`config.mk`:
```
export PLATFORM = sky130hd
export DESIGN_NAME = load_extend_controller
export DESIGN_NICKNAME = d
export VERILOG_FILES = /design/src/rtl/load_extend_controller.sv
export SDC_FILE = /design/constraint.sdc
export NUM_CORES = 1
export LEC_CHECK = 0
export CORE_MARGIN = 2
export CORE_UTILIZATION = 45
export CTS_BUF_LIST = sky130_fd_sc_hd__clkbuf_8
export DETAILED_ROUTE_END_ITERATION = 7
export HOLD_SLACK_MARGIN = 0.05
export PLACE_DENSITY = 0.81
export SYNTH_ARGS = -nofsm -noshare
export SYNTH_HDL_FRONTEND = slang
export SYNTH_SLANG_ARGS = --single-unit
```
`constraint.sdc`:
```
create_clock -name Clk -period 2.4 [get_ports Clk]
set_clock_uncertainty 0.1 [all_clocks]
set_input_delay 0.36 -clock Clk [delete_from_list [all_inputs] [get_ports Clk]]
set_output_delay 0.36 -clock Clk [all_outputs]
set_load 0.05 [all_outputs]
```
`src/rtl/load_extend_controller.sv`:
```
// Load sequencer between the memory stage and the data memory port.
// It accepts one load request at a time and issues a word-aligned read.
// The addressed byte or halfword lane is selected (little-endian) and
// zero- or sign-extended to 32 bits. Misaligned, illegal-size and
// timed-out accesses return an error with RespData forced to zero.
module load_extend_controller #(
  parameter int unsigned TIMEOUT_CYCLES = 255
) (
  input  logic        Clk,
  input  logic        Reset,
  input  logic        ReqValid,
  output logic        ReqReady,
  input  logic [31:0] ReqAddr,
  input  logic [1:0]  ReqSize,
  input  logic        ReqSigned,
  output logic        MemReq,
  output logic [31:0] MemAddr,
  input  logic        MemAck,
  input  logic [31:0] MemRData,
  output logic        RespValid,
  output logic [31:0] RespData,
  output logic        RespError,
  output logic        Busy
);

  typedef enum logic [1:0] {
    IDLE   = 2'd0,
    ACCESS = 2'd1,
    RESP   = 2'd2
  } state_t;

  // Counter value on the last cycle an ack is still accepted.
  localparam logic [15:0] TIMEOUT_LAST = 16'(TIMEOUT_CYCLES - 1);

  state_t      state_q, state_d;
  logic [1:0]  offset_q, offset_d;
  logic [1:0]  size_q, size_d;
  logic        signed_q, signed_d;
  logic [15:0] cnt_q, cnt_d;
  logic [31:0] mem_addr_q, mem_addr_d;
  logic [31:0] resp_data_q, resp_data_d;
  logic        resp_error_q, resp_error_d;

  logic        req_illegal;
  logic [7:0]  byte_lane;
  logic [15:0] half_lane;
  logic [31:0] lane_ext;

  // Size/alignment legality of the incoming request.
  always_comb begin
    req_illegal = 1'b0;
    case (ReqSize)
      2'b00:   req_illegal = 1'b0;
      2'b01:   req_illegal = ReqAddr[0];
      2'b10:   req_illegal = (ReqAddr[1:0] != 2'b00);
      default: req_illegal = 1'b1;
    endcase
  end

  // Little-endian lane select of the read word, then zero/sign extension.
  always_comb begin
    byte_lane = MemRData[{offset_q, 3'b000} +: 8];
    half_lane = offset_q[1] ? MemRData[31:16] : MemRData[15:0];
    case (size_q)
      2'b00:   lane_ext = {{24{signed_q & byte_lane[7]}}, byte_lane};
      2'b01:   lane_ext = {{16{signed_q & half_lane[15]}}, half_lane};
      default: lane_ext = MemRData;
    endcase
  end

  // Next-state and datapath update for the IDLE/ACCESS/RESP sequence.
  always_comb begin
    state_d      = state_q;
    offset_d     = offset_q;
    size_d       = size_q;
    signed_d     = signed_q;
    cnt_d        = cnt_q;
    mem_addr_d   = mem_addr_q;
    resp_data_d  = resp_data_q;
    resp_error_d = resp_error_q;
    case (state_q)
      IDLE: begin
        if (ReqValid) begin
          offset_d = ReqAddr[1:0];
          size_d   = ReqSize;
          signed_d = ReqSigned;
          if (req_illegal) begin
            state_d      = RESP;
            resp_error_d = 1'b1;
            resp_data_d  = '0;
          end else begin
            state_d    = ACCESS;
            mem_addr_d = {ReqAddr[31:2], 2'b00};
            cnt_d      = '0;
          end
        end
      end
      ACCESS: begin
        // An ack on the final allowed cycle takes priority over the timeout.
        if (MemAck) begin
          state_d      = RESP;
          resp_data_d  = lane_ext;
          resp_error_d = 1'b0;
        end else if (cnt_q == TIMEOUT_LAST) begin
          state_d      = RESP;
          resp_data_d  = '0;
          resp_error_d = 1'b1;
        end else begin
          cnt_d = cnt_q + 16'd1;
        end
      end
      RESP: begin
        state_d = IDLE;
      end
      default: begin
        state_d = IDLE;
      end
    endcase
  end

  // State and datapath registers with synchronous reset.
  always_ff @(posedge Clk) begin
    if (Reset) begin
      state_q      <= IDLE;
      offset_q     <= '0;
      size_q       <= '0;
      signed_q     <= 1'b0;
      cnt_q        <= '0;
      mem_addr_q   <= '0;
      resp_data_q  <= '0;
      resp_error_q <= 1'b0;
    end else begin
      state_q      <= state_d;
      offset_q     <= offset_d;
      size_q       <= size_d;
      signed_q     <= signed_d;
      cnt_q        <= cnt_d;
      mem_addr_q   <= mem_addr_d;
      resp_data_q  <= resp_data_d;
      resp_error_q <= resp_error_d;
    end
  end

  assign ReqReady  = (state_q == IDLE);
  assign Busy      = ~ReqReady;
  assign MemReq    = (state_q == ACCESS);
  assign MemAddr   = mem_addr_q;
  assign RespValid = (state_q == RESP);
  assign RespData  = resp_data_q;
  assign RespError = resp_error_q;

endmodule

```
==> Word level (Yosys, flattened, before mapping) <==
Index checks and enable logic that the tools add are counted.
{ "classes": {"add_sub_neg": 1, "eq_ne": 12, "shifts": 1, "n_mux": 23, "bitwise": 4, "n_reduce_logical": 10} }
{ "ops": {"columns": ["cell", "n"], "rows": [
  ["32-bit two-way mux", 4],
  ["32-bit one-hot mux with 2 select lines", 2],
  ["16-bit two-way mux", 5],
  ["16-bit one-hot mux with 2 select lines", 1],
  ["32-bit by 6-bit indexed part select with 8-bit output", 1],
  ["16-bit by 1-bit adder with 16-bit output (second input constant)", 1],
  ["16-bit by 8-bit equality test with 1-bit output (second input constant)", 1],
  ["2-bit two-way mux", 4],
  ["2-bit inequality test (second input constant)", 4],
  ["2-bit by 1-bit equality test with 1-bit output (second input constant)", 3],
  ["2-bit zero test", 3],
  ["5-bit AND reduction", 1],
  ["2-bit equality test (second input constant)", 2],
  ["1-bit two-way mux", 4],
  ["2-bit one-hot mux with 2 select lines", 1],
  ["2-bit AND reduction", 2],
  ["4-bit AND reduction", 1],
  ["2-bit nonzero test", 2],
  ["3-bit by 1-bit inequality test with 1-bit output (second input constant)", 1],
  ["1-bit one-hot mux with 3 select lines", 1],
  ["3-bit AND reduction", 1],
  ["1-bit bitwise AND", 2],
  ["2-bit by 1-bit inequality test with 1-bit output (second input constant)", 1],
  ["1-bit inverter", 2],
  ["1-bit one-hot mux with 2 select lines", 1]
]} }
{ "word_totals": {"regBits": 86, "input_bits": 71, "out_inout_bits": 69, "wordCells": 59} }

==> Longest topological paths before layout <==
Gate-level depths: netlist of run 1.
{ "logic_depth": {"ltp_word": 5, "mapped_depth": 9, "depth_no_buf": 7} }

==> Worst setup path before layout of run 1 <==
No wires, ideal clock.
{ "synth_timing": {"kind": "register -> register", "start": "reg state_q[0]", "end": "reg resp_data_q[22], in the netlist RespData[22]", "setup_ps": 70, "t_arrival_ps": 2184, "t_required_ps": 2230, "path_slack_ps": 46, "path_stages_with_launch": 8, "n_path_buf": 2, "synth_period_minus_slack_ps": 2354, "cell_sequence": "dfxtp_1 > buf_2 > nor2b_1 > nand2_1 > nor2_1 > o21ai_1 > buf_2 > o2bb2ai_1"} }
{ "synth_between": {"elab_chain_cells": 3, "elab_cells_between_ends": 8, "cone_classes": "4 x eq/ne; 1 x mux; 3 x reduce/logical"} }
{ "synth_lines": {"columns": ["item", "line_no", "rtl"], "rows": [
  ["start: declaration", "35", "state_t state_q, state_d;"],
  ["start signal: assignment", "133", "state_q <= state_d;"],
  ["2-bit by 1-bit equality test with 1-bit output (*)", null, null],
  ["net MemReq", "16", "output logic MemReq,"],
  ["3-bit by 1-bit inequality test with 1-bit output (no source line) or 2-bit nonzero test (tied branches)", null, null],
  ["4-bit AND reduction (no source line)", null, null],
  ["end signal: assignment", "139", "resp_data_q <= resp_data_d;"],
  ["end: declaration", "41", "logic [31:0] resp_data_q, resp_data_d;"]
]} }
Mark *: on every way through the listed nets, which the timed path passes. The rest lies on a longest branch.
A chain may end at the register's enable or synchronous reset.

==> Worst setup path in the final report of run 1 <==
{ "layout_timing": {"start": "reg state_q[0]", "end": "out ReqReady"} }
{ "layout_between": {"elab_chain_cells": 1} }
{ "layout_lines": {"columns": ["item", "line_no", "rtl"], "rows": [
  ["2-bit zero test", "144", "assign ReqReady = (state_q == IDLE);"],
  ["end: declaration", "12", "output logic ReqReady,"]
]} }
No other way between the ends.

==> qor.txt, run 1 <==
status: completed
most frequent cells after synthesis: dfxtp_1 (86), nand2_1 (70), a21oi_1 (52)
switching share of power: 0.2828
post-route setup slack: 0.1325 ns
sequential fraction of the synthesis area: 0.4556
crit path max fanout: 10
Port Buf Inserts: 137
wire per inst: 15.30 um
final instance area: 0.005530 mm2
Max-Cap Viols: 0
worst hold-check path type: register to register
WP data required: 1.94 ns
vias: 3707
clock slew at reported path FFs: 0.09 ns
Register Area: 0.001722 mm2
fraction of layout cells with a size suffix above 1: 0.09014
Relative slew margins: 0.5586
synth warn: 0
crit share post-route: 0.9448
Yosys top cell area share: 0.4556
CTS Sinks: 86
postcts setup bufs: 0
# diodes: 0
Clock power frac: 0.335
WHS Path Cells: 2
Post-DP Area: 0.005318 mm2
Cell Pwr Density: 589.6 mW/mm2
Most used DFF post-synth: dfxtp_1
worst stage delay on the critical path: 0.84 ns
Root Buffer: clkbuf_8
cells after synthesis: 446
num ports: 140
DRC: 0
R2R Path End: cnt_q[5]$_SDFFE_PP0P_
vias in the first global route: 3456
CP top delay family: buffers and inverters
Placed Cells: 678
pre-CTS setup slack: -0.1933 ns
VDD IR-drop max: 376.1 uV
CTS H-tree depth: 3
CTS tree: yes
row count: 33
Pre-antenna DRT Iters: 4
routed wire length: 10600 um
CTS buffer count: 9
hold_sp: MemAddr[17]$_SDFFE_PP0P_
Post-Syn Area: 0.003779 mm2
area of the multi-input gates: 0.001872 mm2
crit end category: output port
Slew Limit Fails: 0
GP Congestion: 0.8888
setup TNS: 0 ns
first-pass GRT wire length: 16500 um
initial DRC count: 152
Netlist cell types: 52
crit path DAT: 1.81 ns
Avg Cell Area, Syn: 8.472 um2
Lkg Pwr: 1.947 nW
cells along the critical path: nor2_1 -> clkdlybuf4s50_1
dominant cell type by area after synthesis: dfxtp_1
worst r2r src: cnt_q[0]$_SDFFE_PP0P_
Fill cells: 659
post-route ant nets: 0
crit path buf inv count: 1
RSZ-0062 raised after global routing: false
Detailed Place HPWL: 7807 um
Setup crit start kind: register
GR Overflow Total: 0
nets: 657
Period minus WS final: 2.268 ns
R2R cell count: 8
critical path class: register to output port
flop2flop setup slack: 0.30 ns
Max Fclk: 441.0 MHz
Synth area leaders: dfxtp_1 (46%), o2bb2ai_1 (7.2%), nand2_1 (7.0%), a21oi_1 (6.9%), nor2_1 (4.0%)
Initial Util: 0.4622
Die Footprint: 0.009146 mm2
Final Hold Vio Count: 0
clock latency at the later pin of the worst-skew pair: 0.35 ns
Overall Global Routing Usage: 0.2312
most numerous cell in the Yosys netlist: dfxtp_1
CP max-delay cell: clkdlybuf4s50_1
Die Wd: 95.64 um
final setup violating endpoints: 0
Die Ht: 95.64 um
EDFF count, synth: 0
FFs w/ async S/R, synth: 0
largest net degree at the start of global routing: 36
Reg power frac: 0.463
#FFs+latches synth: 86
sw power: 0.9221 mW
area of the core: 0.008175 mm2
Logic pwr share: 0.202
hold endpoint: MemAddr[17]$_SDFFE_PP0P_
Clock Tree Buf Depth: 2
vias per cell: 5.349
Worst Tran Pin Value: 0.6608 ns
non-filler cells in the finished layout: 693
area delta synth->final: 46.36%
initial antenna violation count: 0
Internal: 2.338 mW
-- power by group through the flow --
stage,Sequential (mW),Clock (mW),Combinational (mW)
2_1_floorplan,1.65,0,0.257
6_report,1.51,1.09,0.657
3_3_place_gp,1.54,0,0.647
5_1_grt,1.52,1.17,0.699
4_1_cts,1.51,1.12,0.658
3_5_place_dp,1.54,0,0.655
-- per-layer routing --
metal | routed length [um] | vias to the layer above | share of wire | track usage
li1 | - | 1846 | - | -
met2 | 5129 | 142 | 0.48 | 0.3858
met1 | 4565 | 1700 | 0.43 | 0.2939
met5 | 0 | - | 0 | 0
met3 | 703 | 19 | 0.066 | 0.04980
met4 | 204 | 0 | 0.019 | 0.08333
-- cells in the final DEF (no fill, tap or decap), types with 3 or more instances in the layout --
| cell type | n |
|---|---|
| or3_1 | 10 |
| nor2b_1 | 3 |
| nand3_1 | 4 |
| buf_4 | 20 |
| o2bb2ai_1 | 31 |
| o21a_1 | 7 |
| nand2_1 | 70 |
| mux2_2 | 9 |
| o21ai_0 | 26 |
| nor2_1 | 40 |
| nor3b_1 | 7 |
| nand4_1 | 5 |
| mux2i_1 | 4 |
| and4_1 | 3 |
| clkdlybuf4s50_1 | 134 |
| inv_1 | 12 |
| dfxtp_1 | 86 |
| or4_1 | 3 |
| clkbuf_8 | 9 |
| a21oi_1 | 52 |
| nand2b_1 | 3 |
-- tightest hold or removal path, cell delays in order (launching register included) --
cell     delay (ns)
dfxtp_1        0.32
nand2_1        0.05
a21oi_1        0.05
-- metrics by stage --
step	hold WS [ns]	power [mW]	utilization
after floorplan	0.3604	1.911	-
after global placement	0.3410	2.186	0.6504
after detailed placement	0.3469	2.197	0.6504
after CTS	0.3585	3.283	0.6762
after global routing	0.3740	3.390	0.6765
final	0.3556	3.261	0.6765
-- area by class of cell --
cell class | count | area share
flip-flops and latches | 86 | 0.3113
well taps | 105 | 0.02376
clock inverters | 6 | 0.01584
inverters | 11 | 0.007466
multi-input cells | 318 | 0.3385
clock buffers | 9 | 0.02240
repair buffers | 158 | 0.2808
-- registers in the layout, summed over array words and instances, names as in the netlist --
| signal | count |
|---|---|
| offset_q | 2 |
| signed_q | 1 |
| cnt_q | 16 |
| MemAddr | 30 |
| RespData | 32 |
| state_q | 2 |
| size_q | 2 |
| RespError | 1 |
-- what timing repair did --
| item | CTS | global route |
|---|---|---|
| endpoints found under the setup margin | 1 | 1 |
| hold buffers | 0 | 0 |
| pin swaps | 0 | 0 |
| resized for setup | 1 | 1 |
-- logic make-up (layout without fill, tap and decap cells) --
family,Yosys count,after routing,share of synthesized area
buf+inv,43,184,0.05066
mux,13,13,0.03742
fa+ha+maj,2,2,0.006621
xor+xnor,3,3,0.006955
flops,86,86,0.4556
simple gates,163,163,0.2073
other cells,1,2,0.0009924
compound gates,135,135,0.2344
-- worst max-delay path by stage --
stage	from	endpoint	slack (ns)	cells past startpoint
floorplan	state_q[0]$_SDFFE_PP0P_	RespData[22]$_SDFFE_PP0P_	0.05	7
global placement	ReqAddr[0]	cnt_q[15]$_SDFFE_PP0P_	-0.09	6
detailed placement	ReqAddr[0]	cnt_q[5]$_SDFFE_PP0P_	-0.19	7
CTS	state_q[0]$_SDFFE_PP0P_	Busy	0.04	3
global route	state_q[0]$_SDFFE_PP0P_	ReqReady	0.06	2
finish	state_q[0]$_SDFFE_PP0P_	ReqReady	0.13	2
Power figures use the tool's default switching activity.
==> run 2: changes to the inputs <==
--- a/config.mk
+++ b/config.mk
@@ -11,6 +11,7 @@
 export DETAILED_ROUTE_END_ITERATION = 7
 export HOLD_SLACK_MARGIN = 0.05
 export PLACE_DENSITY = 0.81
+export RECOVER_POWER = 100
 export SYNTH_ARGS = -nofsm -noshare
 export SYNTH_HDL_FRONTEND = slang
 export SYNTH_SLANG_ARGS = --single-unit
==> qor.txt, run 2 (synthesis gave the netlist of run 1 again) <==
Overall Global Routing Usage: 0.2312 (unchanged)
initial DRC count: 183 (was 152)
CP max-delay cell: clkdlybuf4s50_1 (unchanged)
status: completed (unchanged)
Register Area: 0.001722 mm2 (unchanged)
Post-DP Area: 0.005318 mm2 (unchanged)
largest net degree at the start of global routing: 36 (unchanged)
crit path launch: ReqAddr[0] (was state_q[0]$_SDFFE_PP0P_)
clock latency at the later pin of the worst-skew pair: 0.35 ns (about the same)
R2R Path End: RespData[7]$_SDFFE_PP0P_ (was cnt_q[5]$_SDFFE_PP0P_)
first-pass GRT wire length: 16500 um (unchanged)
vias in the first global route: 3456 (unchanged)
pre-CTS setup slack: -0.1933 ns (unchanged)
vias per cell: 5.367 (was 5.349)
crit path DAT: 2.45 ns (was 1.81 ns)
area delta synth->final: 44.74% (was 46.36%)
non-filler cells in the finished layout: 693 (unchanged)
Die Ht: 95.64 um (unchanged)
CP top delay family: compound AO/OA/AOI/OAI gates (was buffers and inverters)
cells along the critical path: clkdlybuf4s50_1 -> or3_1 -> buf_4 -> a211o_1 -> a211oi_1 -> nand3b_1 -> a21oi_1 (was nor2_1 -> clkdlybuf4s50_1)
Fill cells: 668 (was 659)
fin util: 0.6690 (was 0.6765)
Placed Cells: 678 (unchanged)
Setup crit start kind: input pin (was register)
Root Buffer: clkbuf_8 (unchanged)
Die Wd: 95.64 um (unchanged)
fraction of layout cells with a size suffix above 1: 0.07823 (was 0.09014)
Initial Util: 0.4622 (unchanged)
post-route ant nets: 0 (unchanged)
num ports: 140 (unchanged)
CP Capture Point: cnt_q[1]$_SDFFE_PP0P_ (was ReqReady)
GP Congestion: 0.8888 (unchanged)
Cell Pwr Density: 591.3 mW/mm2 (was 589.6 mW/mm2)
worst r2r src: cnt_q[11]$_SDFFE_PP0P_ (was cnt_q[0]$_SDFFE_PP0P_)
R2R cell count: 6 (was 8)
Pre-antenna DRT Iters: 5 (was 4)
clock slew at reported path FFs: 0.09 ns (about the same)
nets: 657 (unchanged)
CTS tree: yes (unchanged)
Largest register FFs: 32 (unchanged)
Relative slew margins: 0.5459 (was 0.5586)
RSZ-0062 raised after global routing: false (unchanged)
crit path buf inv count: 2 (was 1)
Period minus WS final: 2.269 ns (was 2.268 ns)
most frequent cells in the layout: dfxtp_1 (86), nand2_1 (70), clkdlybuf4s50_1 (70) (was clkdlybuf4s50_1 (134), dfxtp_1 (86), nand2_1 (70))
critical path class: input pin to register (was register to output port)
GR Overflow Total: 0 (unchanged)
Clock Tree Buf Depth: 2 (unchanged)
CTS buffer count: 9 (unchanged)
Slew Limit Fails: 0 (unchanged)
# diodes: 0 (unchanged)
wire per inst: 15.29 um (was 15.30 um)
area of the multi-input gates: 0.001851 mm2 (was 0.001872 mm2)
setup TNS: 0 ns (unchanged)
area of the core: 0.008175 mm2 (unchanged)
worst hold-check path type: register to register (unchanged)
CTS Sinks: 86 (unchanged)
worst stage delay on the critical path: 0.48 ns (was 0.84 ns)
DRC: 0 (unchanged)
crit end category: register (was output port)
crit share post-route: 0.9455 (was 0.9448)
Max Fclk: 440.7 MHz (was 441.0 MHz)
commonest non-fill, non-tap cell in the layout: dfxtp_1 (was clkdlybuf4s50_1)
Detailed Place HPWL: 7807 um (unchanged)
Max-Cap Viols: 0 (unchanged)
CTS H-tree depth: 3 (unchanged)
Final Hold Vio Count: 0 (unchanged)
WP data required: 2.58 ns (was 1.94 ns)
VDD IR-drop max: 372.6 uV (was 376.1 uV)
routed wire length: 10590 um (was 10600 um)
initial antenna violation count: 0 (unchanged)
crit path max fanout: 4 (was 10)
hold_sp: MemAddr[17]$_SDFFE_PP0P_ (unchanged)
flop2flop setup slack: 0.17 ns (was 0.30 ns)
Worst Tran Pin Value: 0.6797 ns (was 0.6608 ns)
row count: 33 (unchanged)
final instance area: 0.005469 mm2 (was 0.005530 mm2)
Die Footprint: 0.009146 mm2 (unchanged)
cell depth of the worst setup path: 7 (was 2)
vias: 3719 (was 3707)
final setup violating endpoints: 0 (unchanged)
post-route setup slack: 0.1307 ns (was 0.1325 ns)
Port Buf Inserts: 137 (unchanged)
Lkg Pwr: 2.116 nW (was 1.947 nW)
-- run 2: final cells by class --
cell class	count	share of cell area
Clock buffer	9	0.02265
Tap cell	105	0.02402
Timing Repair Buffer	158	0.2766
Sequential cell	86	0.3148
Multi-Input combinational cell	318	0.3384
Inverter	11	0.007550
Clock inverter	6	0.01601
-- run 2: power by group --
part / switching (mW) / internal (mW) / leakage [nW]
clock: 0.516 / 0.581 / 0.103
sequential: 0.0352 / 1.47 / 0.697
combinational: 0.370 / 0.260 / 1.32
-- run 2: how the worst min path moves through the flow --
stage               cells past startpoint  slack [ns]                         to
floorplan                               2        0.36      signed_q$_SDFFE_PP0P_
global placement                        2        0.34   MemAddr[30]$_SDFFE_PP0P_
detailed placement                      1        0.35  RespData[24]$_SDFFE_PP0P_
CTS                                     2        0.36   MemAddr[17]$_SDFFE_PP0P_
global route                            2        0.37   MemAddr[17]$_SDFFE_PP0P_
finish                                  2        0.35   MemAddr[17]$_SDFFE_PP0P_
-- run 2: what timing repair did --
item | in CTS | in global routing
setup buffers | 0 | 0
endpoints found under the hold margin | 0 | 0
hold buffers | 0 | 0
resized for setup | 1 | 1
setup endpoints to repair | 1 | 1
-- run 2: metrics by stage --
stage               hold slack [ns]  power, mW
floorplan                    0.3604      1.911
global placement             0.3410      2.186
detailed placement           0.3469      2.197
CTS                          0.3585      3.283
global route                 0.3711      3.360
finish                       0.3542      3.234
-- run 2: worst min-delay path: stages, from the launching register on --
cell and delay (ns):
dfxtp_1 0.31, nand2_1 0.05, a21oi_1 0.05
-- run 2: layer usage --
metal  up-vias  global-route usage  wire length [um]
met3        15             0.04980               717
met5         -                   0                 0
met2       145              0.3858              5126
met4         0             0.08333               174
met1      1721              0.2939              4575
li1       1838                   -                 -
